===== src/rtl/spi_pkg.sv =====
// Shared SPI definitions: transfer FSM states, mode codes
// and the sample-edge selection helper.
package spi_pkg;

  typedef enum logic [2:0] {
    S_IDLE,
    S_LEAD,
    S_SHIFT,
    S_TRAIL,
    S_DONE
  } spi_state_e;

  // Mode code is {CPOL, CPHA}
  typedef enum logic [1:0] {
    MODE0 = 2'b00,
    MODE1 = 2'b01,
    MODE2 = 2'b10,
    MODE3 = 2'b11
  } spi_mode_e;

  function automatic logic is_sample_edge(
    input logic cpha,
    input logic leading
  );
    return leading ^ cpha;
  endfunction

endpackage


===== src/rtl/spi_half_period_cnt.sv =====
// SCLK half-period divider: counts 0..ClkDiv-1 and flags
// the last cycle of each half-period.
module spi_half_period_cnt #(
  parameter int ClkDiv = 2
) (
  input  logic clk,
  input  logic rst,
  input  logic Clr,
  output logic HalfTick
);

  localparam int CntW = (ClkDiv > 1) ? $clog2(ClkDiv) : 1;
  localparam logic [CntW-1:0] Last = CntW'(ClkDiv - 1);

  logic [CntW-1:0] cnt_q, cnt_d;

  assign HalfTick = (cnt_q == Last);

  always_comb begin
    cnt_d = cnt_q + 1'b1;
    if (Clr || HalfTick) cnt_d = '0;
  end

  always_ff @(posedge clk or posedge rst) begin
    if (rst) cnt_q <= '0;
    else     cnt_q <= cnt_d;
  end

endmodule


===== src/rtl/spi_xfer_ctrl.sv =====
// SPI master transfer controller: CS framing, SCLK
// generation and sample/launch strobes for the shifters.
module spi_xfer_ctrl
  import spi_pkg::*;
#(
  parameter int WordLen = 8,
  parameter int ClkDiv  = 2
) (
  input  logic clk,
  input  logic rst,
  input  logic Start,
  input  logic CPOL,
  input  logic CPHA,
  output logic SCLK,
  output logic CS_n,
  output logic SCLKEdgeFlg,
  output logic ShiftEdgeFlg,
  output logic EnSIPO,
  output logic Busy,
  output logic Done
);

  localparam int EcntW = $clog2(2 * WordLen + 1);
  localparam logic [EcntW-1:0] LastEdge =
    EcntW'(2 * WordLen - 1);

  spi_state_e      state_q;
  logic            cpol_q, cpha_q;
  logic            sclk_q, csn_q, busy_q, done_q;
  logic            sflg_q, shflg_q, en_q;
  logic [EcntW-1:0] ecnt_q;

  logic half_tick, clr;
  logic last_edge, leading, samp, shft;

  // Edge number ecnt_q+1 is odd for leading edges
  assign last_edge = (ecnt_q == LastEdge);
  assign leading   = ~ecnt_q[0];
  assign samp      = is_sample_edge(cpha_q, leading);
  assign shft      = cpha_q ? leading
                            : (~leading & ~last_edge);

  always_comb begin
    clr = 1'b1;
    unique case (state_q)
      S_LEAD, S_TRAIL: clr = half_tick;
      S_SHIFT:         clr = half_tick & last_edge;
      default:         clr = 1'b1;
    endcase
  end

  spi_half_period_cnt #(
    .ClkDiv(ClkDiv)
  ) u_div (
    .clk     (clk),
    .rst     (rst),
    .Clr     (clr),
    .HalfTick(half_tick)
  );

  always_ff @(posedge clk or posedge rst) begin
    if (rst) begin
      state_q <= S_IDLE;
      cpol_q  <= 1'b0;
      cpha_q  <= 1'b0;
      sclk_q  <= 1'b0;
      csn_q   <= 1'b1;
      busy_q  <= 1'b0;
      done_q  <= 1'b0;
      sflg_q  <= 1'b0;
      shflg_q <= 1'b0;
      en_q    <= 1'b0;
      ecnt_q  <= '0;
    end else begin
      sflg_q  <= 1'b0;
      shflg_q <= 1'b0;
      done_q  <= 1'b0;
      en_q    <= 1'b0;
      unique case (state_q)
        S_IDLE: begin
          cpol_q <= CPOL;
          sclk_q <= CPOL;
          ecnt_q <= '0;
          if (Start) begin
            cpha_q  <= CPHA;
            state_q <= S_LEAD;
            csn_q   <= 1'b0;
            busy_q  <= 1'b1;
            shflg_q <= ~CPHA;
          end
        end
        S_LEAD: begin
          if (half_tick) begin
            state_q <= S_SHIFT;
            en_q    <= 1'b1;
          end
        end
        S_SHIFT: begin
          en_q <= 1'b1;
          if (half_tick) begin
            sclk_q  <= ~sclk_q;
            ecnt_q  <= ecnt_q + 1'b1;
            sflg_q  <= samp;
            shflg_q <= shft;
            if (last_edge) begin
              state_q <= S_TRAIL;
              en_q    <= samp;
            end
          end
        end
        S_TRAIL: begin
          if (half_tick) begin
            state_q <= S_DONE;
            csn_q   <= 1'b1;
            done_q  <= 1'b1;
          end
        end
        S_DONE: begin
          state_q <= S_IDLE;
          busy_q  <= 1'b0;
          sclk_q  <= cpol_q;
        end
        default: state_q <= S_IDLE;
      endcase
    end
  end

  assign SCLK         = sclk_q;
  assign CS_n         = csn_q;
  assign SCLKEdgeFlg  = sflg_q;
  assign ShiftEdgeFlg = shflg_q;
  assign EnSIPO       = en_q;
  assign Busy         = busy_q;
  assign Done         = done_q;

endmodule


===== config.mk =====
export PLATFORM = sky130hd
export DESIGN_NAME = spi_xfer_ctrl
export DESIGN_NICKNAME = d
export VERILOG_FILES = /design/src/rtl/spi_pkg.sv /design/src/rtl/spi_half_period_cnt.sv /design/src/rtl/spi_xfer_ctrl.sv
export SDC_FILE = /design/constraint.sdc
export NUM_CORES = 1
export LEC_CHECK = 0
export BUFFER_PORTS_ARGS = -buffer_cell sky130_fd_sc_hd__buf_2
export CORE_UTILIZATION = 51
export DETAILED_ROUTE_END_ITERATION = 10
export PLACE_DENSITY = 0.75
export SYNTH_ARGS = -nofsm -noshare
export SYNTH_HDL_FRONTEND = slang
export SYNTH_SLANG_ARGS = --single-unit
export TNS_END_PERCENT = 10

===== constraint.sdc =====
create_clock -name clk -period 1.9 [get_ports clk]
set_input_delay 0.095 -clock clk [delete_from_list [all_inputs] [get_ports clk]]
set_output_delay 0.095 -clock clk [all_outputs]
set_load 0.03 [all_outputs]

==> results of run 1 <==
through the flow:
step,instances,cell area [um2]
after floorplan,77,871
after global placement,102,932
after detailed placement,102,932
after CTS,107,968
after global routing,107,968
final,107,968
metal layers:
layer | track usage, % | part of all wire [%] | vias up | wire length, um
li1 | - | - | 314 | -
met1 | 29.8 | 48 | 335 | 816
met2 | 33.6 | 49 | 9 | 837
met3 | 2.55 | 2.5 | 2 | 43
met4 | 9.38 | 0.53 | 0 | 9
met5 | 0 | 0 | - | 0
final timing paths:
path                           start      endpoint  slack [ns]
min reg2reg                   cpol_q        cpol_q        0.51
max                        ecnt_q[0]        EnSIPO        0.29
max in group asynchronous        rst    state_q[1]        1.02
min                             CPHA  ShiftEdgeFlg        0.01
max reg2reg                ecnt_q[0]        EnSIPO        0.29
min in group asynchronous        rst     ecnt_q[2]        0.44
worst max-delay path: stages, from the launching register on:
cell,delay [ns]
dfrtp_1,0.47
ha_1,0.27
and3_1,0.20
ha_1,0.20
a311o_1,0.29
a21oi_2,0.12
cell usage in the layout, fill, tap and decap left out, types with 2 or more instances in the layout:
| cell | instances |
|---|---|
| dfrtp_1 | 17 |
| buf_2 | 11 |
| a21oi_1 | 7 |
| nor2_1 | 5 |
| nand2_1 | 4 |
| o21ai_1 | 3 |
| nand3_1 | 3 |
| clkbuf_4 | 3 |
| mux2_1 | 2 |
| and4b_1 | 2 |
| inv_1 | 2 |
| ha_1 | 2 |
| buf_4 | 2 |
area by class of cell:
type | count | area [um2] | share of cell area (%)
sequential | 18 | 452 | 46.6
clock buffer | 4 | 26.3 | 2.71
tap | 16 | 20.0 | 2.07
inverter | 4 | 17.5 | 1.81
timing repair buffer | 14 | 80.1 | 8.27
multi-input combinational | 51 | 373 | 38.5
what timing repair did:
action	CTS	global route
buffers inserted	0	0
hold endpoints to repair	17	0
resized for setup	0	0
hold buffers	1	0
power groups by stage:
stage	clock network [mW]	logic, mW	registers (mW)
2_1_floorplan	0	0.447	0.726
3_3_place_gp	0	0.573	0.718
3_5_place_dp	0	0.593	0.727
4_1_cts	0.200	0.598	0.720
5_1_grt	0.214	0.654	0.750
6_report	0.197	0.593	0.722
kinds of logic (layout without fill, tap and decap cells):
logic type	count (synthesis)	in the layout
AO/OA/AOI/OAI	23	23
AND/OR/NAND/NOR	22	22
flip-flops	18	18
buffers and inverters	8	22
multiplexers	3	3
adder cells (fa/ha/maj)	2	2
XOR/XNOR	1	1
==> results.ini, run 1 <==
[status]
run_status=completed

[die]
die_h_um=43.3
io_pins=12
dieArea_mm2=0.00188
rows=14
initial_core_util_pct=55.9
die_w_um=43.3
core-area_mm2=0.00156

[logic_synthesis]
synth_edf_count=0
ys_ff_latch=18
synth_top_cells_by_count=dfrtp_1, a21oi_1, nor2_1, nand2_1
synth_xor_area_share_pct=1.01
yosys_warnings=0
synth_cell_type_count=39
synth-simple-area-share_pct=17.4
syn_avg_cell_area_um2=11.3
syn-num-nets=84
muxShareOfSynthArea_pct=3.74
yosys.area.top_type=dfrtp_1
synth.yosys.seq_area_share_pct=51.9
synth-main-ff-cell=dfrtp_1
synth_top_area_share_pct=48.9
ys_async_sr_fraction_pct=100
synth_top_family_by_area=compound AO/OA/AOI/OAI gates
synth_adder_area_share_pct=2.87
yosysMostFrequentCell=dfrtp_1
syn_inst=77
synthesis.area_um2=871
synth.area.top_cells=dfrtp_1, a21oi_1, nand4bb_4, dfstp_2, ha_1
synth_compound_area_share_pct=17.8

[grt]
grt_max_degree=19
grt_pass1_wl_um=2940
grtUsageTotal_pct=21.4
grt_pass1_vias=648
grt_overflow=0
grt_antenna_before_repair=0

[placed_design]
dp_slack_ns=0.304
place.gp.congestion=0.741
io_buffers=11
place_hpwl_um=1180

[final_layout]
largest_register_ffs=5
fillCellCount=124
areaGrowthSynthToFinish_pct=11.2
reg_top3=ecnt_q (5), state_q (3)
post-route-util_pct=62.1
largest_register=ecnt_q
antenna_cells=0
fin_nets=99
final_layout_size_suffix_gt1_share_pct=24.2

[sta]
setup_viol=0
hold_violations=0
slew_headroom_pct=54.1
fmax_mhz=621
setup_slack_ns=0.289
slew_violations=0
tightest_slew_ns=0.688
fin_crit_ns=1.61
holdWs_ns=0.0148
setup_tns_ns=0
finalCritPeriodShare_pct=84.8
grt_setup_unrepaired=false
clock_skew_ns=0.00859

[run]
timing.max_cap.violations=0

[critical_path]
arrival_ns=1.84
end_kind=register
worstSetupPathType=register to register
critPathRequiredTime_ns=2.13
r2r_cells=5
critPathMaxFanout=7
cp-start-kind=register

[route]
antenna_left=0
wirelength_um=1710
vias=660
drtIter0Drc=12
drc=0
first_pass_iters=4
vias_per_cell=6.17
wl_per_cell_um=15.9

[power_and_ir_drop]
peakVddDrop_mv=0.864
p_switching_mw=0.651
p_leak_nw=0.448
pwr-share-comb_pct=39.2
pwr-share-seq_pct=47.7
p_clk_share_pct=13.0
switching_share_pct=43.0
power_density_mw_per_mm2=1560
power_mw=1.51
power.internal_mw=0.862

[worst_hold_path]
hp-class=input pin to register
min_path_cells=2

[clock_network]
cts.sinks=18
cts-buffers-inserted=3
clockBufferDepth=2
cts_tree=done
ctsHtreeMaxLevel=1
cts.clk_slew.worst_paths_ns=0.11
clock_latency_ns=0.29
ctsRootBufferMaster=clkbuf_4

Power figures use the tool's default switching activity.
==> run 2, diff against run 1 <==
Settings changed: CORE_UTILIZATION 51 to 49.
Clock period 1.9 ns to 1.44 ns, I/O delays scaled along.
==> results.ini, run 2 (synthesis gave the netlist of run 1 again) <==
[critical_path]
cp_num_buf_inv=0
cp-start-kind=register
r2r-start=ecnt_q[0]
critPathRequiredTime_ns=1.67
cpLargestDelayFamily=flip-flops
critPathMaxFanout=3
arrival_ns=1.66
end_kind=register
worstSetupPathType=register to register
worst_path_most_repeated_cell=ha_2
cpMaxStageDelayCell=dfrtp_2
r2r_end=EnSIPO
crit_chain=ha_2 -> and3_1 -> ha_2 -> a311o_1 -> a21oi_2
critPathMaxStageDelay_ns=0.42
reg2reg_slack_ns=0.01
r2r_cells=5

[placed_design]
dp_slack_ns=0.0129
place_hpwl_um=1220
io_buffers=11
place.gp.congestion=0.808
dp_cells=109

[sta]
grt_setup_unrepaired=true
setup_slack_ns=0.0119
setup_viol=0
slew_violations=0
setup_tns_ns=0
holdWs_ns=0.0101
fmax_mhz=700
fin_crit_ns=1.43
clock_skew_ns=0.00194
hold_violations=0
finalCritPeriodShare_pct=99.2
tightest_slew_ns=0.423
slew_headroom_pct=71.8

[clock_network]
cts.sinks=18
clock_latency_ns=0.29
cts_tree=done
ctsRootBufferMaster=clkbuf_4
cts_setup_buffers=0
cts-buffers-inserted=3
ctsHtreeMaxLevel=1
cts.clk_slew.worst_paths_ns=0.10
clockBufferDepth=2

[final_layout]
areaGrowthSynthToFinish_pct=21.0
fin_nets=107
largest_register_ffs=5
layout.cells.non_filler=115
reg_top3=ecnt_q (5), state_q (3)
final_common_cell=dfrtp_1
fillCellCount=127
largest_register=ecnt_q
final_layout_size_suffix_gt1_share_pct=34.3
layout_common_cells=dfrtp_1, buf_2, buf_4
antenna_cells=0

[die]
die_h_um=44.2
rows=14
die_w_um=44.2
core-area_mm2=0.00158
initial_core_util_pct=55.2
io_pins=12
dieArea_mm2=0.00195

[route]
wirelength_um=1710
drc=1
vias=682
antenna_left=0
drtIter0Drc=25
vias_per_cell=5.93
first_pass_iters=7
wl_per_cell_um=14.8

[status]
failed_checks=DRC
run_status=finished, violations left

[worst_hold_path]
min_path_cells=2
hp-class=input pin to register
hp-start=CPOL
holdPathEnd=cpol_q

[grt]
grtUsageTotal_pct=20.7
grtUsageMet3_pct=2.86
gr-usage-met1_pct=30.1
grt_overflow=0
grt_pass1_vias=654
grt_max_degree=12
grt_antenna_before_repair=0
grt_pass1_wl_um=2920
busiest_layer=met1
grt.met2_usage_pct=30.0

[power_and_ir_drop]
p_leak_nw=0.490
peakVddDrop_mv=1.24
power_density_mw_per_mm2=2040

[run]
timing.max_cap.violations=0

run 2: changes by cell type in the layout (fill, tap and decap cells not counted), sizes merged:
cell,delta
dlygate4sd3,+1
buf,+7
run 2: per-layer routing:
metal  up-vias  share of wire, %
li1        328                 -
met1       332                47
met2        20                47
met3         2               4.7
met4         0              0.53
met5         -                 0
run 2: how the worst max path moves through the flow:
stage,start,end,cells past startpoint
2_1_floorplan,ecnt_q[0],EnSIPO,5
3_3_place_gp,ecnt_q[0],EnSIPO,5
3_5_place_dp,ecnt_q[0],EnSIPO,5
4_1_cts,ecnt_q[0],EnSIPO,5
5_1_grt,ecnt_q[0],EnSIPO,5
6_report,ecnt_q[0],EnSIPO,5
run 2: per-stage QoR:
step | cell area (um2) | power [mW] | utilization (%)
6_report | 1050 | 2.15 | 66.8
3_5_place_dp | 988 | 1.82 | 62.7
5_1_grt | 1050 | 2.27 | 66.8
4_1_cts | 1050 | 2.13 | 66.4
3_3_place_gp | 988 | 1.78 | 62.7
2_1_floorplan | 875 | 1.55 | -
run 2: cell type report:
type                            count  area, um2  area share, %
Sequential cell                    18        453           43.0
Multi-Input combinational cell     51        384           36.5
Timing Repair Buffer               22        143           13.5
Clock buffer                        4       36.3           3.44
Tap cell                           16       20.0           1.90
Inverter                            4       17.5           1.66
run 2: what timing repair did:
| item | CTS | global route |
|---|---|---|
| hold buffers | 2 | 0 |
| endpoints found under the hold margin | 11 | 0 |
| gates resized for setup | 1 | 1 |
| endpoints found under the setup margin | 1 | 3 |
| pin swaps | 0 | 0 |
run 2: worst reg2reg max path: cells and delay by family (launching register included):
family	cells	cell delay [ns]
adder cells (fa/ha/maj)	2	0.38
flip-flops	1	0.42
AO/OA/AOI/OAI	2	0.39
AND/OR/NAND/NOR	1	0.18
run 2: power breakdown:
part,internal [mW],switching (mW),total [mW]
clock network,0.154,0.157,0.311
registers,0.677,0.172,0.848
logic,0.435,0.556,0.991
